==> src/rtl/tensor_stream_deserializer.sv <==
// rtl/tensor_stream_deserializer.sv - valid/ready element stream to flat tensor bus assembler
// Fills m_vec LANES words per accepted beat, then holds it until the consumer takes it.
module tensor_stream_deserializer #(
  parameter int CH    = 1,
  parameter int H     = 1,
  parameter int W     = 1,
  parameter int WIDTH = 16,
  parameter int LANES = 1
) (
  input  logic                   clk,
  input  logic                   rst,
  input  logic                   s_valid,
  output logic                   s_ready,
  input  logic [LANES*WIDTH-1:0] s_data,
  input  logic                   s_last,
  output logic                   m_valid,
  input  logic                   m_ready,
  output logic [CH*H*W*WIDTH-1:0] m_vec,
  output logic                   err_len,
  output logic                   busy
);
  localparam int N  = CH * H * W;
  localparam int IW = (N > 1) ? $clog2(N + 1) : 1;

  if ((N % LANES) != 0) begin : g_lanes_check
    $error("tensor_stream_deserializer: LANES must divide CH*H*W");
  end

  typedef enum logic {FILL, HOLD} state_t;

  state_t               state_q, state_d;
  logic [IW-1:0]        idx_q, idx_d;
  logic [N*WIDTH-1:0]   vec_q, vec_d;
  logic                 s_ready_q, s_ready_d;
  logic                 m_valid_q, m_valid_d;
  logic                 err_q, err_d;
  logic                 busy_q, busy_d;

  always_comb begin
    state_d = state_q;
    idx_d   = idx_q;
    vec_d   = vec_q;
    err_d   = 1'b0;
    case (state_q)
      FILL: begin
        if (s_valid && s_ready_q) begin
          for (int k = 0; k < LANES; k++) begin
            vec_d[(int'(idx_q) + k)*WIDTH +: WIDTH] = s_data[k*WIDTH +: WIDTH];
          end
          if (int'(idx_q) + LANES == N) begin
            // Length mismatch on the final beat is flagged but the tensor still goes out.
            state_d = HOLD;
            idx_d   = '0;
            err_d   = ~s_last;
          end else if (s_last) begin
            idx_d = '0;
            err_d = 1'b1;
          end else begin
            idx_d = IW'(int'(idx_q) + LANES);
          end
        end
      end
      HOLD: begin
        if (m_ready) begin
          state_d = FILL;
          idx_d   = '0;
        end
      end
      default: state_d = FILL;
    endcase
    s_ready_d = (state_d == FILL);
    m_valid_d = (state_d == HOLD);
    busy_d    = (state_d == HOLD) || (idx_d != '0);
  end

  always_ff @(posedge clk) begin
    if (rst) begin
      state_q   <= FILL;
      idx_q     <= '0;
      vec_q     <= '0;
      s_ready_q <= 1'b0;
      m_valid_q <= 1'b0;
      err_q     <= 1'b0;
      busy_q    <= 1'b0;
    end else begin
      state_q   <= state_d;
      idx_q     <= idx_d;
      vec_q     <= vec_d;
      s_ready_q <= s_ready_d;
      m_valid_q <= m_valid_d;
      err_q     <= err_d;
      busy_q    <= busy_d;
    end
  end

  assign s_ready = s_ready_q;
  assign m_valid = m_valid_q;
  assign m_vec   = vec_q;
  assign err_len = err_q;
  assign busy    = busy_q;

endmodule

==> config.mk <==
export PLATFORM = sky130hd
export DESIGN_NAME = tensor_stream_deserializer
export DESIGN_NICKNAME = d
export VERILOG_FILES = /design/src/rtl/tensor_stream_deserializer.sv
export SDC_FILE = /design/constraint.sdc
export NUM_CORES = 1
export LEC_CHECK = 0
export ABC_CLOCK_PERIOD_IN_PS = 1800
export CAP_MARGIN = 20
export CORE_MARGIN = 1
export CORE_UTILIZATION = 30
export DETAILED_ROUTE_END_ITERATION = 8
export HOLD_SLACK_MARGIN = 0.06
export PLACE_DENSITY = 0.61
export SLEW_MARGIN = 20
export SYNTH_ARGS = -nofsm -noshare
export SYNTH_HDL_FRONTEND = slang
export SYNTH_SLANG_ARGS = --single-unit
==> constraint.sdc <==
create_clock -name clk -period 1.8 [get_ports clk]
set_input_delay 0.27 -clock clk [delete_from_list [all_inputs] [get_ports clk]]
set_output_delay 0.27 -clock clk [all_outputs]
set_load 0.005 [all_outputs]
==> metrics.yaml, run 1 <==
timing:
  tns_ns: 0
  finalCritPeriodShare_pct: 93.2
  setup_viol: 0
  worst_hold_slack_ns: 0.475
  fmax_ghz: 0.596
  clock_skew_ns: 0.00203
  maxSlewHeadroom_pct: 76.8
  slew_violations: 0
  tightestPinTransition_ns: 0.347
  rsz0062_at_grt: "false"
  hold_violations: 0
  period_needed_ns: 1.68
synthesis:
  syn_nets: 112
  ys_top_cells_by_count: "32 x nand2b_1, 21 x dfxtp_1, 16 x mux2i_1, 4 x clkbuf_1, 2 x inv_1"
  yosysMostFrequentCell: "nand2b_1"
  synth.top_cell.area_share_pct: 43.6
  ys.warnings.count: 0
  synth_seq_cells: 21
  async_reset_ff_share_pct: 0
  synth_cells: 90
  yosys.cell_types.count: 20
  synth_area_leader_cell: "dfxtp_1"
  synthesis.area_um2: 965
  synthFlopType: "dfxtp_1"
  yosysSeqAreaShare_pct: 43.6
  synth_edf_count: 0
  avgSynthCellArea_um2: 10.7
  synthTopCellsByArea: "dfxtp_1 44%, nand2b_1 21%, mux2i_1 17%"
final_layout:
  multi_input_area_um2: 490
  fin_nets: 153
  syn_to_final_growth_pct: 48.0
  fillers: 327
  regArea_um2: 420
  layout-drive-gt1-share_pct: 7.69
  n_antenna_cell: 0
  finalInstanceArea_um2: 1430
  utilization_pct: 46.8
die:
  placementRows: 20
  dieWidth_um: 58.7
  die_h_um: 58.7
  core_area_um2: 3050
  io_pins: 41
  start_util_pct: 31.6
  die_area_um2: 3450
clocking:
  clock_latency_ns: 0.29
  post_cts_buffers: 0
  postCtsHoldBufs: 0
  clock-sinks: 21
  clockRootBuffer: "clkbuf_4"
  cts_max_level: 1
  cts.reportedPaths.clkPinSlew_ns: 0.11
  cts-resized-gates: 0
  numCtsBuffers: 3
  tritoncts: "done"
  clock_path_buffers: 2
routing:
  num_vias: 739
  drc: 0
  antenna_left: 0
  drt_pass1_iterations: 4
  routed_wirelength_um: 1790
  viasPerCell: 4.25
  dr.first_iter.drc_count: 20
  avgRoutedWirePerCell_um: 10.3
global_route:
  track_usage_pct: 11.5
  grt_pass1_vias: 693
  grt_max_degree: 38
  overflow: 0
  antenna_found_initial: 0
  grt_first_pass_wirelength_um: 2990
critical_path:
  crit_chain: "clkdlybuf4s50_1"
  max_stage_delay_ns: 0.57
  regToRegSetupSlack_ns: 0.55
  cp_slowest_cell: "clkdlybuf4s50_1"
  worstPathMaxFanout: 9
  crit_start: "m_valid"
  critPathBufInv: 1
  r2r_start: "m_valid"
  worst_ep_arrival_time_ns: 1.41
  crit_path_start_kind: "flip-flop"
  path_delay_family: "buffers and inverters"
  cp.required_ns: 1.53
  end_kind: "output pin"
  crit_type: "reg2out"
placement:
  place_area_um2: 1400
  port_buffers: 40
  dp_hpwl_um: 1280
  gp_congestion: 0.745
worst_hold_path:
  hold_start: "m_vec[13]"
  hold_path_class: "reg2reg"
pwr:
  leakage_nw: 0.512
  power_density_nw_per_um2: 638
  p_total_w: 0.000911
  vdd_drop_max_mv: 0.436
status:
  status: "complete, no violations"
run:
  drv_cap: 0
-- metrics by stage --
stage                     worst slack (ns)  cells
after global placement               0.156    170
after CTS                            0.104    174
after detailed placement             0.116    170
after floorplan                      0.586     90
final                                0.123    174
after global routing                0.0477    174
-- power breakdown --
| part | internal, W | switching, W |
|---|---|---|
| logic | 0.000128 | 0.0000560 |
| clock network | 0.0000862 | 0.000134 |
| registers | 0.000489 | 0.0000169 |
-- worst paths after layout --
kind	to	cells after the start
worst min-delay path	m_vec[13]	2
worst max-delay path	m_valid	1
worst max register to register	m_vec[1]	3
worst min register to register	m_vec[13]	2
-- state kept, by name, indices dropped and copies added, names as in the netlist --
signal,count
m_vec,16
err_len,1
busy,1
m_valid,1
idx_q,1
s_ready,1
-- area by class of cell --
| cell class | count | area share [%] |
|---|---|---|
| multi-input combinational | 61 | 34.4 |
| timing repair buffer | 42 | 30.0 |
| sequential | 21 | 29.4 |
| tap | 44 | 3.86 |
| clock buffer | 4 | 1.84 |
| inverter | 2 | 0.526 |
-- logic make-up after synthesis --
| logic type | count (synthesis) | share of synthesized area [%] |
|---|---|---|
| adder cells (fa/ha/maj) | 1 | 1.30 |
| AND/OR/NAND/NOR | 39 | 27.8 |
| multiplexers | 16 | 16.6 |
| buffers and inverters | 8 | 5.58 |
| AO/OA/AOI/OAI | 5 | 5.19 |
| flip-flops | 21 | 43.6 |
-- routing by layer --
metal / vias up / part of all wire [%] / track usage [%]
li1: 381 / - / -
met1: 334 / 46 / 12.8
met2: 24 / 46 / 19.4
met3: 0 / 7.5 / 5.49
met4: 0 / 0 / 4.08
met5: - / 0 / 0
-- cell usage in the layout (no fill, tap or decap) --
cell type,instances
nor4bb_4,1
a211o_2,1
dfxtp_1,21
nor4_1,1
nand4b_1,1
ha_1,1
buf_4,1
nand2_1,1
mux2i_1,16
o21ba_2,1
buf_12,1
clkdlybuf4s50_1,40
nand2b_1,32
a21oi_1,1
clkbuf_4,3
clkbuf_1,1
a2111oi_2,1
inv_1,2
and4bb_2,1
nor3_1,1
nor2b_1,1
o211a_1,1
(Power assumes the default switching activity.)
==> inputs of run 2 (changes only) <==
--- a/config.mk
+++ b/config.mk
@@ -8,11 +8,10 @@
 export ABC_CLOCK_PERIOD_IN_PS = 1800
 export CAP_MARGIN = 20
 export CORE_MARGIN = 1
-export CORE_UTILIZATION = 30
+export CORE_UTILIZATION = 44
 export DETAILED_ROUTE_END_ITERATION = 8
 export HOLD_SLACK_MARGIN = 0.06
-export PLACE_DENSITY = 0.61
-export SLEW_MARGIN = 20
+export PLACE_DENSITY = 0.84
 export SYNTH_ARGS = -nofsm -noshare
 export SYNTH_HDL_FRONTEND = slang
 export SYNTH_SLANG_ARGS = --single-unit
==> metrics.yaml, run 2 (synthesis results as in run 1) <==
placement:
  dp_hpwl_um: 1350  # was 1280 µm
  place_area_um2: 1380  # was 1400 µm²
  port_buffers: 40  # unchanged
  gp_congestion: 0.663  # was 0.745
timing:
  finalCritPeriodShare_pct: 92.9  # was 93.2%
  period_needed_ns: 1.67  # was 1.68 ns
  fmax_ghz: 0.598  # was 0.596 GHz
  tightestPinTransition_ns: 0.346  # was 0.347 ns
  slew_violations: 0  # unchanged
  setup_viol: 0  # unchanged
  rsz0062_at_grt: "false"  # unchanged
  tns_ns: 0  # unchanged
  clock_skew_ns: 0.00497  # was 0.00203 ns
  hold_violations: 0  # unchanged
  maxSlewHeadroom_pct: 76.9  # was 76.8%
clocking:
  post_cts_buffers: 0  # unchanged
  cts.reportedPaths.clkPinSlew_ns: 0.11  # about the same
  clockRootBuffer: "clkbuf_4"  # unchanged
  tritoncts: "done"  # unchanged
  numCtsBuffers: 3  # unchanged
  cts-resized-gates: 0  # unchanged
  clock_path_buffers: 2  # unchanged
  postCtsHoldBufs: 0  # unchanged
  cts_max_level: 1  # unchanged
  clock_latency_ns: 0.30  # was 0.29 ns
  clock-sinks: 21  # unchanged
routing:
  dr.first_iter.drc_count: 3  # was 20
  drt_pass1_iterations: 4  # unchanged
  num_vias: 757  # was 739
  drc: 0  # unchanged
  routed_wirelength_um: 1820  # was 1790 µm
  viasPerCell: 4.82  # was 4.25
  avgRoutedWirePerCell_um: 11.6  # was 10.3 µm
  antenna_left: 0  # unchanged
die:
  placementRows: 16  # was 20
  io_pins: 41  # unchanged
  die_area_um2: 2380  # was 3450 µm²
  die_h_um: 48.8  # was 58.7 µm
  dieWidth_um: 48.8  # was 58.7 µm
  start_util_pct: 48.2  # was 31.6%
  core_area_um2: 2000  # was 3050 µm²
critical_path:
  end_kind: "output pin"  # unchanged
  r2r_cells: 3  # unchanged
  crit_type: "reg2out"  # unchanged
  path_delay_family: "buffers and inverters"  # unchanged
  worst_ep_arrival_time_ns: 1.40  # was 1.41 ns
  cp_slowest_cell: "clkdlybuf4s50_1"  # unchanged
  r2r_start: "m_valid"  # unchanged
  worstPathMaxFanout: 9  # unchanged
  max_stage_delay_ns: 0.57  # about the same
  timing.rr.end: "m_vec[5]"  # was m_vec[1]
  crit_path_start_kind: "flip-flop"  # unchanged
  cp.required_ns: 1.53  # about the same
  critPathBufInv: 1  # unchanged
  crit_chain: "clkdlybuf4s50_1"  # unchanged
  regToRegSetupSlack_ns: 0.51  # was 0.55 ns
pwr:
  leakage_nw: 0.514  # was 0.512 nW
  combPwrFrac_pct: 20.3  # was 20.2%
  seqPwrFrac_pct: 55.7  # was 55.6%
  clockPowerShare_pct: 24.1  # was 24.2%
  power_density_nw_per_um2: 646  # was 638 nW/µm²
  vdd_drop_max_mv: 0.385  # was 0.436 mV
  p_switching_w: 0.000210  # was 0.000207 W
  p_int_w: 0.000700  # was 0.000703 W
  p_sw_share_pct: 23.1  # was 22.8%
global_route:
  track_usage_pct: 17.1  # was 11.5%
  grt_first_pass_wirelength_um: 3190  # was 2990 µm
  antenna_found_initial: 0  # unchanged
  overflow: 0  # unchanged
  grt_max_degree: 38  # unchanged
  grt_pass1_vias: 760  # was 693
final_layout:
  largest_reg_flops: 16  # unchanged
  n_antenna_cell: 0  # unchanged
  layout-drive-gt1-share_pct: 8.46  # was 7.69%
  utilization_pct: 70.3  # was 46.8%
  finalInstanceArea_um2: 1410  # was 1430 µm²
  syn_to_final_growth_pct: 45.9  # was 48.0%
  fin_nets: 153  # unchanged
  layout_common_cells: "40 x clkdlybuf4s50_1, 32 x nand2b_1, 21 x dfxtp_1"  # unchanged
  final_common_cell: "clkdlybuf4s50_1"  # unchanged
worst_hold_path:
  worstHoldPathCells: 2  # unchanged
  min_to: "m_vec[11]"  # was m_vec[13]
  hold_start: "m_vec[11]"  # was m_vec[13]
  hold_path_class: "reg2reg"  # unchanged
run:
  drv_cap: 0  # unchanged
status:
  status: "complete, no violations"  # unchanged
==> run 2: changes by cell type in the layout (fill, tap and decap cells not counted) <==
cell | previous run | this run
clkinv_2 | 0 | 1
clkbuf_1 | 1 | 0
==> run 2: metrics by stage <==
| step | cells | setup WS (ns) | total power, W | hold slack, ns |
|---|---|---|---|---|
| CTS | 157 | 0.116 | 0.000925 | 0.485 |
| global placement | 153 | 0.165 | 0.000698 | 0.459 |
| finish | 157 | 0.127 | 0.000910 | 0.477 |
| global route | 157 | 0.0662 | 0.000966 | 0.503 |
| floorplan | 90 | 0.586 | 0.000601 | 0.365 |
| detailed placement | 153 | 0.0850 | 0.000703 | 0.468 |
==> run 2: area by class of cell <==
class	instances	area [µm²]
Clock inverter	1	5.00
Fill cell	166	594
Multi-Input combinational cell	61	490
Tap cell	27	33.8
Inverter	2	7.51
Sequential cell	21	420
Clock buffer	3	22.5
Timing Repair Buffer	42	428
==> run 2: layer usage <==
metal	routed length, µm	up-vias	GRT usage (%)
met2	931	20	31.7
met4	21	0	7.35
met5	0	-	0
li1	-	379	-
met1	794	354	19.1
met3	73	4	2.80
==> run 2: power groups by stage <==
stage               clock, W  combinational [W]  sequential [W]
CTS                 0.000231           0.000187        0.000507
finish              0.000219           0.000184        0.000507
global route        0.000257           0.000198        0.000511
global placement           0           0.000183        0.000516
floorplan                  0          0.0000833        0.000518
detailed placement         0           0.000186        0.000517
==> run 2: worst max path at each step <==
stage                 to  cells after the start  slack, ns     from
2_1_floorplan  m_vec[15]                      4       0.59  m_valid
3_3_place_gp    m_vec[3]                      4       0.16  s_valid
3_5_place_dp    m_vec[5]                      4       0.09  s_valid
4_1_cts          m_valid                      1       0.12  m_valid
5_1_grt          m_valid                      1       0.07  m_valid
6_report         m_valid                      1       0.13  m_valid
==> inputs of run 3 (changes only) <==
--- a/config.mk
+++ b/config.mk
@@ -5,13 +5,14 @@
 export SDC_FILE = /design/constraint.sdc
 export NUM_CORES = 1
 export LEC_CHECK = 0
-export ABC_CLOCK_PERIOD_IN_PS = 1800
+export ABC_CLOCK_PERIOD_IN_PS = 1550
 export CAP_MARGIN = 20
 export CORE_MARGIN = 1
-export CORE_UTILIZATION = 44
+export CORE_UTILIZATION = 41
 export DETAILED_ROUTE_END_ITERATION = 8
 export HOLD_SLACK_MARGIN = 0.06
-export PLACE_DENSITY = 0.84
+export PLACE_DENSITY = 0.79
+export REMOVE_ABC_BUFFERS = 1
 export SYNTH_ARGS = -nofsm -noshare
 export SYNTH_HDL_FRONTEND = slang
 export SYNTH_SLANG_ARGS = --single-unit
==> constraint.sdc (replaced) <==
create_clock -name clk -period 1.55 [get_ports clk]
set_input_delay 0.2325 -clock clk [delete_from_list [all_inputs] [get_ports clk]]
set_output_delay 0.2325 -clock clk [all_outputs]
set_load 0.005 [all_outputs]
==> metrics.yaml, run 3 (synthesis results as in run 1) <==
die:
  io_pins: 41  # unchanged
  die_area_um2: 2550  # was 2380 µm²
  start_util_pct: 43.6  # was 48.2%
  die_h_um: 50.5  # was 48.8 µm
  placementRows: 17  # was 16
  core_area_um2: 2210  # was 2000 µm²
  dieWidth_um: 50.5  # was 48.8 µm
clocking:
  numCtsBuffers: 3  # unchanged
  tritoncts: "done"  # unchanged
  cts-resized-gates: 1  # was 0
  cts_max_level: 1  # unchanged
  clock-sinks: 21  # unchanged
  clockRootBuffer: "clkbuf_4"  # unchanged
  clock_path_buffers: 2  # unchanged
  post_cts_buffers: 0  # unchanged
  cts.reportedPaths.clkPinSlew_ns: 0.12  # was 0.11 ns
  clock_latency_ns: 0.29  # was 0.30 ns
  postCtsHoldBufs: 0  # unchanged
routing:
  routed_wirelength_um: 1850  # was 1820 µm
  drc: 0  # unchanged
  drt_pass1_iterations: 3  # was 4
  antenna_left: 0  # unchanged
  viasPerCell: 4.67  # was 4.82
  num_vias: 742  # was 757
  avgRoutedWirePerCell_um: 11.6  # about the same
  dr.first_iter.drc_count: 8  # was 3
placement:
  gp_congestion: 0.707  # was 0.663
  dp_hpwl_um: 1320  # was 1350 µm
  port_buffers: 40  # unchanged
  dpl_worst_slack_ns: -0.0269  # was 0.0850 ns
critical_path:
  critPathBufInv: 1  # unchanged
  cp.required_ns: 1.32  # was 1.53 ns
  max_stage_delay_ns: 0.51  # was 0.57 ns
  r2r_start: "idx_q"  # was m_valid
  cp_slowest_cell: "clkdlybuf4s50_1"  # unchanged
  regToRegSetupSlack_ns: 0.32  # was 0.51 ns
  end_kind: "output pin"  # unchanged
  path_delay_family: "buffers and inverters"  # unchanged
  crit_chain: "clkdlybuf4s50_1"  # unchanged
  timing.rr.end: "idx_q"  # was m_vec[5]
  crit_path_start_kind: "flip-flop"  # unchanged
  worst_ep_arrival_time_ns: 1.23  # was 1.40 ns
  worstPathMaxFanout: 9  # unchanged
  crit_type: "reg2out"  # unchanged
  r2r_cells: 4  # was 3
worst_hold_path:
  min_to: "m_vec[5]"  # was m_vec[11]
  hold_start: "m_vec[5]"  # was m_vec[11]
  worstHoldPathCells: 2  # unchanged
  hold_path_class: "reg2reg"  # unchanged
final_layout:
  syn_to_final_growth_pct: 48.6  # was 45.9%
  layout-drive-gt1-share_pct: 10.7  # was 8.46%
  layout_common_cells: "40 x clkdlybuf4s50_1, 32 x nand2b_1, 19 x dfxtp_1"  # was 40 x clkdlybuf4s50_1, 32 x nand2b_1, 21 x dfxtp_1
  n_antenna_cell: 0  # unchanged
  fin_nets: 154  # was 153
  final_common_cell: "clkdlybuf4s50_1"  # unchanged
  largest_reg_flops: 16  # unchanged
timing:
  tightestPinTransition_ns: 0.259  # was 0.346 ns
  finalCritPeriodShare_pct: 94.6
  maxSlewHeadroom_pct: 82.7  # was 76.9%
  period_needed_ns: 1.47
  rsz0062_at_grt: "false"  # unchanged
  slew_violations: 0  # unchanged
  setup_viol: 0  # unchanged
  hold_violations: 0  # unchanged
  fmax_ghz: 0.682
  tns_ns: 0  # unchanged
  layout_setup_ws_ns: 0.0839  # was 0.127 ns
  clock_skew_ns: 0.00315  # was 0.00497 ns
  worst_hold_slack_ns: 0.480  # was 0.477 ns
pwr:
  p_int_w: 0.000818  # was 0.000700 W
  p_switching_w: 0.000248  # was 0.000210 W
  clockPowerShare_pct: 24.0  # was 24.1%
  p_sw_share_pct: 23.3  # was 23.1%
  combPwrFrac_pct: 20.6  # was 20.3%
  leakage_nw: 0.525  # was 0.514 nW
  power_density_nw_per_um2: 743  # was 646 nW/µm²
  vdd_drop_max_mv: 0.423  # was 0.385 mV
  seqPwrFrac_pct: 55.3  # was 55.7%
global_route:
  track_usage_pct: 17.5  # was 17.1%
  antenna_found_initial: 0  # unchanged
  grt_pass1_vias: 788  # was 760
  grt_first_pass_wirelength_um: 3370  # was 3190 µm
  grt_max_degree: 38  # unchanged
  overflow: 0  # unchanged
status:
  status: "complete, no violations"  # unchanged
run:
  drv_cap: 0  # unchanged
==> run 3: changes by cell type in the layout (fill, tap and decap cells not counted), sizes merged <==
cell,previous run,this run
buf,2,3
==> run 3: final cells by class <==
cell class	instances	area, µm²
Clock inverter	1	5.00
Clock buffer	3	22.5
Sequential cell	21	425
Fill cell	193	778
Inverter	2	7.51
Tap cell	28	35.0
Timing Repair Buffer	43	448
Multi-Input combinational cell	61	490
==> run 3: routing by layer <==
layer  wire (µm)  track usage [%]  share of wire (%)  up-vias
met3          94             3.03                5.1        2
met1         897             21.9                 48      332
met5           0                0                  0        -
met2         841             29.6                 45       25
li1            -                -                  -      383
met4          17             6.94               0.92        0
==> run 3: power groups by stage <==
stage	combinational, W	sequential [W]	clock (W)
after CTS	0.000223	0.000590	0.000273
after floorplan	0.0000779	0.000601	0
after global placement	0.000218	0.000600	0
final	0.000220	0.000590	0.000256
after detailed placement	0.000222	0.000600	0
after global routing	0.000240	0.000595	0.000295
==> run 3: per-stage QoR <==
| step | area [µm²] | utilization (%) | instances | total power, W |
|---|---|---|---|---|
| 3_3_place_gp | 1400 | 63.3 | 155 | 0.000818 |
| 2_1_floorplan | 918 | - | 84 | 0.000679 |
| 4_1_cts | 1430 | 64.6 | 159 | 0.00109 |
| 3_5_place_dp | 1400 | 63.3 | 155 | 0.000822 |
| 5_1_grt | 1430 | 64.8 | 159 | 0.00113 |
| 6_report | 1430 | 64.8 | 159 | 0.00107 |
==> run 3: how the worst max path moves through the flow <==
stage	cells past startpoint	endpoint	slack, ns	startpoint
3_5_place_dp	4	m_vec[10]	-0.03	s_valid
2_1_floorplan	2	m_vec[0]	-0.13	m_valid
4_1_cts	1	m_valid	0.02	m_valid
6_report	1	m_valid	0.08	m_valid
3_3_place_gp	4	m_vec[6]	0.03	s_valid
5_1_grt	1	m_valid	0.02	m_valid
